`config.mk`:
```
export PLATFORM = sky130hd
export DESIGN_NAME = hunter_packet_tx_flat
export DESIGN_NICKNAME = d
export VERILOG_FILES = /design/src/rtl/hunter_packet_tx_if.sv /design/src/rtl/hunter_packet_tx.sv /design/src/flat_wrapper.sv
export SDC_FILE = /design/constraint.sdc
export NUM_CORES = 1
export LEC_CHECK = 0
export CORE_ASPECT_RATIO = 0.75
export CORE_UTILIZATION = 39
export CTS_BUF_LIST = sky130_fd_sc_hd__clkbuf_16
export CTS_CLUSTER_SIZE = 12
export DETAILED_ROUTE_END_ITERATION = 10
export PLACE_DENSITY_LB_ADDON = 0.2
export SLEW_MARGIN = 20
export SYNTH_ARGS = -nofsm -noshare
export SYNTH_HDL_FRONTEND = slang
export SYNTH_SLANG_ARGS = --single-unit
```
`constraint.sdc`:
```
create_clock -name clk -period 4.3 [get_ports clk]
set_clock_uncertainty 0.1 [all_clocks]
set_input_delay 0.43 -clock clk [delete_from_list [all_inputs] [get_ports clk]]
set_output_delay 0.43 -clock clk [all_outputs]
set_load 0.005 [all_outputs]
```
`src/rtl/hunter_packet_tx_if.sv`:
```
// rtl/hunter_packet_tx_if.sv - request/status bundle between command front-end and packet transmitter
interface hunter_packet_tx_if #(
  parameter int ID_WIDTH     = 4,
  parameter int CMD_WIDTH    = 7,
  parameter int REPEAT_WIDTH = 3
);
  logic                    start;
  logic [ID_WIDTH-1:0]     id;
  logic [CMD_WIDTH-1:0]    cmd;
  logic [REPEAT_WIDTH-1:0] repeats;
  logic                    busy;
  logic                    done;
  logic                    out;

  modport master (output start, id, cmd, repeats, input busy, done, out);
  modport slave  (input start, id, cmd, repeats, output busy, done, out);
endinterface

```
`src/rtl/hunter_packet_tx.sv`:
```
// rtl/hunter_packet_tx.sv - 3-slot PWM packet serialiser with repeats and gap; HUNTER_PKT_PARITY_EN appends even parity
module hunter_packet_tx #(
  parameter int ID_WIDTH      = 4,
  parameter int CMD_WIDTH     = 7,
  parameter int LEAD_BITS     = 2,
  parameter int CLKS_PER_SLOT = 1,
  parameter int GAP_SLOTS     = 9,
  parameter int REPEAT_WIDTH  = 3
) (
  input logic              clk,
  input logic              reset,
  hunter_packet_tx_if.slave bus
);

`ifdef HUNTER_PKT_PARITY_EN
  localparam int P = 1;
`else
  localparam int P = 0;
`endif
  localparam int NBITS    = LEAD_BITS + ID_WIDTH + CMD_WIDTH + P;
  localparam int BW       = $clog2(LEAD_BITS + ID_WIDTH + CMD_WIDTH + 2);
  localparam int PW       = (CLKS_PER_SLOT > 1) ? $clog2(CLKS_PER_SLOT) : 1;
  localparam int GW       = (GAP_SLOTS > 1) ? $clog2(GAP_SLOTS) : 1;
  localparam int GAP_LAST = (GAP_SLOTS > 0) ? GAP_SLOTS - 1 : 0;

  localparam logic [1:0] IDLE = 2'd0;
  localparam logic [1:0] SEND = 2'd1;
  localparam logic [1:0] STOP = 2'd2;
  localparam logic [1:0] GAP  = 2'd3;

  logic [1:0]              state, n_state;
  logic [BW-1:0]           bit_idx, n_bit;
  logic [1:0]              slot, n_slot;
  logic [PW-1:0]           presc, n_presc;
  logic [GW-1:0]           gap_cnt, n_gap;
  logic [REPEAT_WIDTH-1:0] rep_cnt, n_rep;
  logic [NBITS-1:0]        frame, n_frame, shifted;
  logic                    busy_q, done_q, out_q;
  logic                    n_done, n_out, slot_adv, pkt_end;

  // Everything is computed for the position of the next cycle so out can be a plain register.
  always_comb begin
    n_state  = state;
    n_bit    = bit_idx;
    n_slot   = slot;
    n_presc  = presc;
    n_gap    = gap_cnt;
    n_rep    = rep_cnt;
    n_frame  = frame;
    n_done   = 1'b0;
    pkt_end  = 1'b0;
    slot_adv = (presc == PW'(CLKS_PER_SLOT - 1));

    if (state != IDLE) begin
      n_presc = slot_adv ? '0 : presc + PW'(1);
    end

    case (state)
      IDLE: begin
        if (bus.start) begin
          n_state = SEND;
          n_bit   = '0;
          n_slot  = 2'd0;
          n_presc = '0;
          n_gap   = '0;
          n_rep   = bus.repeats;
          n_frame = NBITS'({bus.cmd, bus.id}) << LEAD_BITS;
`ifdef HUNTER_PKT_PARITY_EN
          n_frame[NBITS-1] = ^{bus.cmd, bus.id};
`endif
        end
      end
      SEND: begin
        if (slot_adv) begin
          if (slot == 2'd2) begin
            n_slot = 2'd0;
            if (bit_idx == BW'(NBITS - 1)) begin
              n_state = STOP;
              n_bit   = '0;
            end else begin
              n_bit = bit_idx + BW'(1);
            end
          end else begin
            n_slot = slot + 2'd1;
          end
        end
      end
      STOP: begin
        if (slot_adv) begin
          if (slot == 2'd2) begin
            n_slot = 2'd0;
            if (GAP_SLOTS == 0) begin
              pkt_end = 1'b1;
            end else begin
              n_state = GAP;
              n_gap   = '0;
            end
          end else begin
            n_slot = slot + 2'd1;
          end
        end
      end
      GAP: begin
        if (slot_adv) begin
          if (gap_cnt == GW'(GAP_LAST)) begin
            pkt_end = 1'b1;
          end else begin
            n_gap = gap_cnt + GW'(1);
          end
        end
      end
      default: n_state = IDLE;
    endcase

    if (pkt_end) begin
      n_gap  = '0;
      n_bit  = '0;
      n_slot = 2'd0;
      if (rep_cnt != '0) begin
        n_rep   = rep_cnt - REPEAT_WIDTH'(1);
        n_state = SEND;
      end else begin
        n_state = IDLE;
        n_done  = 1'b1;
      end
    end

    shifted = n_frame >> n_bit;
    n_out   = (n_state == SEND) && ((n_slot == 2'd2) || ((n_slot == 2'd1) && shifted[0]));
  end

  always_ff @(posedge clk) begin
    if (reset) begin
      state   <= IDLE;
      bit_idx <= '0;
      slot    <= 2'd0;
      presc   <= '0;
      gap_cnt <= '0;
      rep_cnt <= '0;
      frame   <= '0;
      busy_q  <= 1'b0;
      done_q  <= 1'b0;
      out_q   <= 1'b0;
    end else begin
      state   <= n_state;
      bit_idx <= n_bit;
      slot    <= n_slot;
      presc   <= n_presc;
      gap_cnt <= n_gap;
      rep_cnt <= n_rep;
      frame   <= n_frame;
      busy_q  <= (n_state != IDLE);
      done_q  <= n_done;
      out_q   <= n_out;
    end
  end

  assign bus.busy = busy_q;
  assign bus.done = done_q;
  assign bus.out  = out_q;

endmodule

```
`src/flat_wrapper.sv`:
```
// flat-port wrapper written by rule: the top's interface ports become plain ports
module hunter_packet_tx_flat 
#(
  parameter int ID_WIDTH      = 4,
  parameter int CMD_WIDTH     = 7,
  parameter int LEAD_BITS     = 2,
  parameter int CLKS_PER_SLOT = 1,
  parameter int GAP_SLOTS     = 9,
  parameter int REPEAT_WIDTH  = 3
)
  (clk, reset, bus_start, bus_id, bus_cmd, bus_repeats, bus_busy, bus_done, bus_out);
  hunter_packet_tx_if #(.ID_WIDTH(ID_WIDTH), .CMD_WIDTH(CMD_WIDTH), .REPEAT_WIDTH(REPEAT_WIDTH)) bus_i ();
  input logic clk;
  input logic reset;
  input wire logic [$bits(bus_i.start)-1:0] bus_start;
  input wire logic [$bits(bus_i.id)-1:0] bus_id;
  input wire logic [$bits(bus_i.cmd)-1:0] bus_cmd;
  input wire logic [$bits(bus_i.repeats)-1:0] bus_repeats;
  output wire logic [$bits(bus_i.busy)-1:0] bus_busy;
  output wire logic [$bits(bus_i.done)-1:0] bus_done;
  output wire logic [$bits(bus_i.out)-1:0] bus_out;
  assign bus_i.start = bus_start;
  assign bus_i.id = bus_id;
  assign bus_i.cmd = bus_cmd;
  assign bus_i.repeats = bus_repeats;
  assign bus_busy = bus_i.busy;
  assign bus_done = bus_i.done;
  assign bus_out = bus_i.out;
  hunter_packet_tx #(.ID_WIDTH(ID_WIDTH), .CMD_WIDTH(CMD_WIDTH), .LEAD_BITS(LEAD_BITS), .CLKS_PER_SLOT(CLKS_PER_SLOT), .GAP_SLOTS(GAP_SLOTS), .REPEAT_WIDTH(REPEAT_WIDTH)) u_core (.clk(clk), .reset(reset), .bus(bus_i));
endmodule
```
### After elaboration in Yosys (flattened, before gate mapping)

Cells that the tools add are included.

| operators by class | value |
|---|---|
| add/subtract/negate cells | 5 |
| eq/ne operators | 14 |
| shifts and indexed selects | 1 |
| mux-type cells | 40 |
| bitwise gates (word level) | 1 |
| reductions and logical operators | 12 |

Operators by type and width:

| operator | count |
|---|---|
| two-way mux 4 bit | 10 |
| two-way mux 13 bit | 2 |
| two-way mux 2 bit | 11 |
| right shift 13 x 4 -> 1 bit | 1 |
| two-way mux 3 bit | 4 |
| case mux 4 bit (3 select lines) | 1 |
| two-way mux 1 bit | 9 |
| adder 4 x 1 -> 4 bit (second input constant) | 2 |
| equality test 2 bit (second input constant) | 4 |
| equality test 4 bit (second input constant) | 2 |
| inequality test 2 bit (second input constant) | 4 |
| case mux 4 bit (2 select lines) | 1 |
| equality test 2 x 1 -> 1 bit (second input constant) | 3 |
| case mux 2 bit (3 select lines) | 1 |
| AND reduction 6 bit | 1 |
| nonzero test 3 bit | 2 |
| OR reduction 2 bit | 3 |
| case mux 2 bit (2 select lines) | 1 |
| nonzero test 2 bit | 2 |
| subtractor 3 x 1 -> 3 bit (second input constant) | 1 |
| adder 2 x 1 -> 2 bit (second input constant) | 1 |
| logical AND 1 bit | 2 |
| zero test 2 bit | 1 |
| inequality test 2 x 1 -> 1 bit (second input constant) | 1 |
| 3 further kinds | 3 |

| storage, ports and cells | value |
|---|---|
| register bits | 32 |
| input port bits | 17 |
| output and inout bits | 3 |
| logic and storage cells | 83 |

### Logic depth before layout (Yosys ltp)

Gate-level depths: netlist of run 1.

| depth | value |
|---|---|
| depth in word-level cells | 10 |
| depth in mapped cells | 10 |
| depth with buffers taken out | 9 |

### Least setup slack after synthesis of run 1

Ideal clock, no wire load.

| timing | value |
|---|---|
| path type | flip-flop to flip-flop |
| from | register u_core.state[0] |
| to | register u_core.out_q (netlist: u_core.bus.out) |
| setup time | 0.131 ns |
| arrival | 2.189 ns |
| required time | 4.069 ns |
| slack | 1.880 ns |
| stages on the path, launching flop included | 10 |
| path buffers | 0 |
| clock period less this slack | 2.420 ns |
| path through | dfxtp_1 -> inv_1 -> ha_1 -> mux2i_1 -> a2bb2oi_1 -> a21oi_1 -> mux4_1 -> a211o_2 -> o21ai_0 -> o22ai_1 |

| between the ends | value |
|---|---|
| cells in the longest elaborated chain, start to end | 8 |
| elaborated cells between the ends (all ways) | 26 |
| those cells by class | eq/ne (6); shift (1); mux (14); reduce/logical (5) |

Ends and longest elaborated chain:

| item | line | RTL |
|---|---|---|
| start, declared | hunter_packet_tx.sv:31 | `logic [1:0] state, n_state;` |
| start signal, assigned | hunter_packet_tx.sv:145 | `state <= n_state;` |
| branches (longest 7 deep; another with right shift 13 x 4 -> 1 bit) | - |  |
| logical AND 1 bit (*) | hunter_packet_tx.sv:129 | `n_out = (n_state == SEND) && ((n_slot == 2'd2) \|\| ((n_slot == 2'd1) && shifted[0]));` |
| end signal, assigned | hunter_packet_tx.sv:154 | `out_q <= n_out;` |
| end, declared | hunter_packet_tx.sv:38 | `logic busy_q, done_q, out_q;` |

Every way passes the cells marked *.
A chain may end at the register's enable or synchronous reset.

### Worst setup path after layout of run 1

| timing | value |
|---|---|
| from | register u_core.state[1] |
| to | register u_core.out_q (netlist: u_core.bus.out) |

The elaborated chain is that of the path after synthesis.

==> implementation parameters, run 1 <==
Parameter                              Value

Pwr
  Total Power    754 uW
  Pwr Density    336 mW/mm^2
  Peak ir drop on the vdd network    0.000193 V
  Lkg Pwr    0.000882 uW

Finish
  Share of layout cells above drive strength 1    0.0645
  Layout-stage area growth over the synthesis result    17.6%
  Final Net Count    275
  Inserted Diodes    0

CTS
  Clk slew on worst S/H paths    0.05 ns
  Number of cells upsized or downsized after cts    0
  Hold-fix buffers at CTS    0
  TritonCTS clock tree    built
  CTS HTree Levels    2
  Clock latency on the worst-skew pair    0.27 ns
  CTS Buf Count    5
  Setup Fix Bufs, Post-CTS    0
  Clock Sink Count    32
  Bufs on Longest Clock Path    2
  Buffer cell driving the clock tree root    clkbuf_16

Worst setup path
  Worst path cell trace    ha_1 -> nand4b_1 -> nor2_1 -> nand2_1 -> o32a_1 -> nor4_1 -> o311ai_1 -> o22ai_1
  Category of cells accounting for the largest share of critical-path delay    simple AND/OR/NAND/NOR gates
  Endpoint kind of the worst setup timing path    register
  Critical path peak fanout    13
  Class of the most critical setup path    reg2reg
  Endpoint required time on the critical path    4.40 ns
  Combined buffer and inverter count along the critical path    0
  Slowest-stage cell, CP    nor2_1
  CP arrival    3.14 ns
  Max incr delay on CP    0.61 ns
  Kind of start point of the critical path    register

Timing
  Setup tns final    0 ns
  Max_slew headroom    0.503
  Final Hold Vio Count    0
  Final min period    3.04 ns
  Total count of max-transition violations in the final report    0
  Transition time at the pin with the least slew margin    0.743 ns
  Setup repair after global routing missed its margin    no
  Crit share post-route    0.707
  Fmax    329 MHz
  Final setup fails    0

Floorplanning
  Area enclosed by the die boundary    0.00518 sq mm
  Starting density of the core    0.417
  Std-Cell Core Area    0.00457 sq mm
  Width of the die    82.7 um
  FP Rows    21
  Y dimension of the die    62.6 um
  Number of ports placed on the die boundary    20

Run
  Maxcap violations    0

Synth
  Net count of the mapped netlist    260
  Synth warnings    0
  Synth Area in Adders    0.0722
  Unique cell type count in the Yosys netlist    55
  Dominant combinational cell family by area after synthesis    simple AND/OR/NAND/NOR gates
  Cell area after synthesis    0.00191 sq mm
  Main flop type after synthesis    dfxtp_1
  Post-synthesis xor/xnor area fraction    0
  Complex-gate fraction of the synthesized area    0.230
  Fraction of synthesis flops using an asynchronous set or reset pin    0
  Flops & latches, synth    32
  Number of cells produced by synthesis    232
  Post-synthesis share of cell area spent on and, or, nand and nor gates    0.253
  Proportion of synthesized area in mux cells    0.0466
  EDFF count, synth    0
  Mean post-synth cell area    8.22 sq um
  Share of synthesized area occupied by flip-flops and latches    0.336

Placed design
  Number of I/O port buffers    19
  GP Congestion    0.816
  Placed wire-length estimate    3270 um

Routing
  DRC violation count after routing    0
  Length of the first detailed-routing pass in iterations    4
  Post-detailed-routing wire length    4580 um
  Per-cell routed wire length    15.0 um
  Number of nets still failing antenna checks after routing    0
  Vias after detailed routing    1698
  First-iteration detailed-routing DRC count    114
  Vias/cell    5.57

GRT
  Global-route wire length before repair    7780 um
  Via count of the first global-routing pass    1641
  Total global routing track utilization    0.198
  Remaining Overflow, GRT    0
  Initial antenna violation count    0
  Largest net degree at the start of global routing    22

Status
  Result of the run    finished, final reports clean

Min path
  Classification of the worst-slack hold path    reg2reg
==> layout by cell type, fill, tap and decap left out, drive strengths merged, types with 2 or more instances in the layout <==
cell and n:
and3 3, nor3b 6, clkdlybuf4s50 19, a2bb2oi 3, nand2 35, nor2 15, clkbuf 5, nor3 5
a21o 2, nand4b 3, o211ai 2, ha 11, nor4 4, nand2b 6, nor2b 2, a211oi 2
o211a 2, mux2i 4, a21oi 25, buf 2, inv 13, a22oi 3, mux4 2, nand3 4
o21ai 12, dfxtp 32, a31oi 2, and2 4, a21boi 2
==> flip-flops by register name (all words and copies together) (netlist names) <==
register	count
u_core.bus.out	1
u_core.bit_idx	4
u_core.rep_cnt	3
u_core.presc	1
u_core.slot	2
u_core.bus.done	1
u_core.state	2
u_core.bus.busy	1
u_core.gap_cnt	4
u_core.frame	13
==> cell families (layout without fill, tap and decap cells) <==
logic type	Yosys count	in the layout
buffers and inverters	24	40
adder cells (fa/ha/maj)	11	11
flip-flops	32	32
multiplexers	6	6
AND/OR/NAND/NOR	93	93
AO/OA/AOI/OAI	66	66
==> tightest hold or removal path: stages (launching register included) <==
cell,delay (ns)
dfxtp_1,0.30
nand2_1,0.05
a21oi_1,0.05
==> area by class of cell <==
| type | count | area (sq um) |
|---|---|---|
| multi-input cells | 176 | 1150 |
| flip-flops and latches | 32 | 641 |
| inverters | 11 | 41.3 |
| repair buffers | 21 | 205 |
| well taps | 57 | 71.3 |
| clock buffers | 5 | 125 |
| fillers | 453 | 2330 |
| clock inverters | 3 | 11.3 |
==> routing by layer <==
| layer | global-route usage | wire length [um] | up-vias |
|---|---|---|---|
| met2 | 0.277 | 1860 | 36 |
| met1 | 0.293 | 2450 | 790 |
| li1 | - | - | 865 |
| met4 | 0.0582 | 50 | 0 |
| met3 | 0.0496 | 210 | 7 |
| met5 | 0 | 0 | - |
==> stage by stage <==
stage / setup WS (ns) / area (sq um) / util / cells / hold slack [ns]
floorplan: 1.88 / 1910 / - / 232 / 0.329
global placement: 1.41 / 2110 / 0.461 / 297 / 0.344
detailed placement: 1.38 / 2110 / 0.461 / 297 / 0.350
CTS: 1.32 / 2240 / 0.490 / 305 / 0.357
global route: 0.929 / 2240 / 0.490 / 305 / 0.382
finish: 1.26 / 2240 / 0.490 / 305 / 0.354
==> synthesized netlist by cell type, types with 2 or more instances <==
cell type | count | area [sq um]
o21ai_0 | 11 | 55.1
o211ai_1 | 2 | 15.0
ha_1 | 11 | 138
buf_6 | 3 | 33.8
nor4_1 | 4 | 25.0
clkbuf_1 | 7 | 26.3
and2_1 | 4 | 25.0
nand4b_1 | 3 | 26.3
nor3b_1 | 5 | 37.5
a21oi_1 | 25 | 125
nor2b_1 | 2 | 12.5
dfxtp_1 | 32 | 641
nor3_1 | 5 | 25.0
inv_1 | 11 | 41.3
o211a_1 | 2 | 20.0
and3_1 | 2 | 12.5
nor2_1 | 15 | 56.3
nand2b_1 | 6 | 37.5
a21boi_0 | 2 | 15.0
mux2i_1 | 4 | 40.0
a31oi_1 | 2 | 12.5
nand2_1 | 35 | 131
a2bb2oi_1 | 2 | 17.5
nand3_1 | 4 | 20.0
a22oi_1 | 3 | 22.5
==> final timing paths <==
check | startpoint | endpoint | slack, ns | depth (start not counted)
worst max-delay path | u_core.state[1] | u_core.bus.out | 1.26 | 8
worst min-delay path | u_core.frame[11] | u_core.frame[11] | 0.35 | 2
worst min register to register | u_core.frame[11] | u_core.frame[11] | 0.35 | 2
worst max register to register | u_core.state[1] | u_core.bus.out | 1.26 | 8
==> power by group <==
part	total [uW]	switching (uW)	internal (uW)	leakage [uW]
Sequential	318	8.35	309	0.000261
Clock	331	123	208	0.0000738
Combinational	105	57.0	48.3	0.000547
Note: power is estimated with default switching activity, not from simulation.
==> inputs of run 2 (changes only) <==
Clock period 4.3 ns to 2.5 ns, I/O delays scaled along.
==> implementation parameters, run 2 (synthesis gave the netlist of run 1 again) <==
Parameter                              Value

CTS
  Clock Sink Count    32
  Setup Fix Bufs, Post-CTS    0
  Clock latency on the worst-skew pair    0.28 ns
  Buffer cell driving the clock tree root    clkbuf_16
  CTS Buf Count    5
  CTS HTree Levels    2
  Bufs on Longest Clock Path    2
  Clk slew on worst S/H paths    0.05 ns
  TritonCTS clock tree    built

Placed design
  Setup Slack @ Placement    -0.0502 ns
  Instance area at placement    0.00230 sq mm
  Placed wire-length estimate    3420 um
  Number of I/O port buffers    19
  GP Congestion    0.873

Floorplanning
  Number of ports placed on the die boundary    20
  Starting density of the core    0.417
  Y dimension of the die    62.6 um
  Width of the die    82.7 um
  Std-Cell Core Area    0.00457 sq mm
  FP Rows    21
  Area enclosed by the die boundary    0.00518 sq mm

Finish
  Fill cell count    439
  Most frequent cells in the layout    nand2_1 (35), dfxtp_1 (31), buf_4 (28)
  Final Net Count    301
  Area occupied by registers    642 sq um
  Finished layout cell area    0.00248 sq mm
  Most common library cell in the layout ignoring fill and taps    nand2_1
  Top flop regs    u_core.frame: 13 flops, u_core.bit_idx: 4 flops, u_core.gap_cnt: 4 flops
  Share of layout cells above drive strength 1    0.190
  Layout-stage area growth over the synthesis result    29.9%
  Number of flip-flops in the largest register    13
  Largest reg by FF count    u_core.frame
  Inserted Diodes    0
  Multi-input gate area    0.00118 sq mm

Timing
  Final setup fails    0
  Crit share post-route    0.937
  Transition time at the pin with the least slew margin    0.468 ns
  Final Hold Vio Count    0
  Max_slew headroom    0.687
  Setup repair after global routing missed its margin    no
  Post-layout worst setup margin    0.158 ns
  Total count of max-transition violations in the final report    0
  Final min period    2.34 ns
  Fmax    427 MHz

Worst setup path
  Slowest-stage cell, CP    or4_1
  Endpoint required time on the critical path    2.55 ns
  Kind of start point of the critical path    register
  Max incr delay on CP    0.48 ns
  Worst path cell trace    inv_1 -> ha_1 -> buf_4 -> nand2_1 -> a2bb2oi_2 -> and2_1 -> a21oi_1 -> or4_1 -> o311ai_1 -> o22ai_1
  Endpoint kind of the worst setup timing path    register
  Class of the most critical setup path    reg2reg
  Critical path peak fanout    12
  CP arrival    2.39 ns

Routing
  Number of nets still failing antenna checks after routing    0
  DRC violation count after routing    0
  First-iteration detailed-routing DRC count    95
  Vias/cell    5.40
  Post-detailed-routing wire length    4600 um
  Vias after detailed routing    1787
  Per-cell routed wire length    13.9 um
  Length of the first detailed-routing pass in iterations    4

Status
  Result of the run    finished, final reports clean

GRT
  GR Layer Usage met3    0.0496
  Remaining Overflow, GRT    0
  Global-route wire length before repair    7870 um
  GR met2 Demand/Resource    0.277
  GRT Max-Usage Layer    met1
  Largest net degree at the start of global routing    21
  Met1 capacity usage during global routing    0.303
  Via count of the first global-routing pass    1669
  Initial antenna violation count    0
  Total global routing track utilization    0.201

Run
  Maxcap violations    0

Pwr
  Peak ir drop on the vdd network    0.000285 V
  Lkg Pwr    0.00100 uW
  Pwr Density    541 mW/mm^2

Min path
  Classification of the worst-slack hold path    reg2reg
run 2: cell count changes in the layout (fill, tap and decap cells not counted), sizes merged:
| cell | previous run | this run |
|---|---|---|
| buf | 2 | 28 |
| clkinv | 1 | 3 |
| inv | 13 | 11 |
run 2: worst paths after layout:
kind,slack [ns],depth (start not counted),from,end
setup / recovery,0.16,10,u_core.state[1],u_core.bus.out
hold / removal,0.35,2,u_core.frame[8],u_core.frame[8]
setup reg to reg,0.16,10,u_core.state[1],u_core.bus.out
hold reg to reg,0.35,2,u_core.frame[8],u_core.frame[8]
run 2: critical path: cells and delay by family (launching register included):
kind | cells | cell delay, ns
AND/OR/NAND/NOR | 3 | 0.86
AO/OA/AOI/OAI | 4 | 0.43
flip-flops | 1 | 0.33
buffers and inverters | 2 | 0.26
adder cells (fa/ha/maj) | 1 | 0.22
run 2: layer usage:
metal	routed length [um]	part of all wire
met1	2370	0.51
met2	1920	0.42
met3	265	0.058
met4	44	0.0096
met5	0	0
run 2: stage by stage:
stage,hold slack (ns),setup TNS [ns],std cells,total power (uW),utilization
2_1_floorplan,0.286,0,232,678,-
3_3_place_gp,0.339,-0.0258,323,753,0.503
3_5_place_dp,0.345,-0.0502,323,755,0.503
4_1_cts,0.351,0,331,1340,0.534
5_1_grt,0.381,0,331,1400,0.542
6_report,0.353,0,331,1340,0.542
run 2: where the power goes:
part | switching (uW) | internal, uW
Combinational | 106 | 106
Sequential | 11.2 | 532
Clock | 222 | 361
Total | 339 | 999
run 2: what timing repair did:
item | in CTS | in global routing
gates cloned | 0 | 0
resized for setup | 1 | 8
setup endpoints to repair | 1 | 1
hold buffers | 0 | 0
run 2: area by class of cell:
class / count / share of cell area
tap: 57 / 0.0288
timing repair buffer: 47 / 0.162
clock inverter: 3 / 0.00556
inverter: 11 / 0.0167
multi-input combinational: 176 / 0.478
sequential: 32 / 0.259
clock buffer: 5 / 0.0505
==> inputs of run 3 (changes only) <==
Settings changed: SLEW_MARGIN 20 to unset.
==> results of run 3 <==
No change in the layout: final DEF, timing and power equal those of run 2.
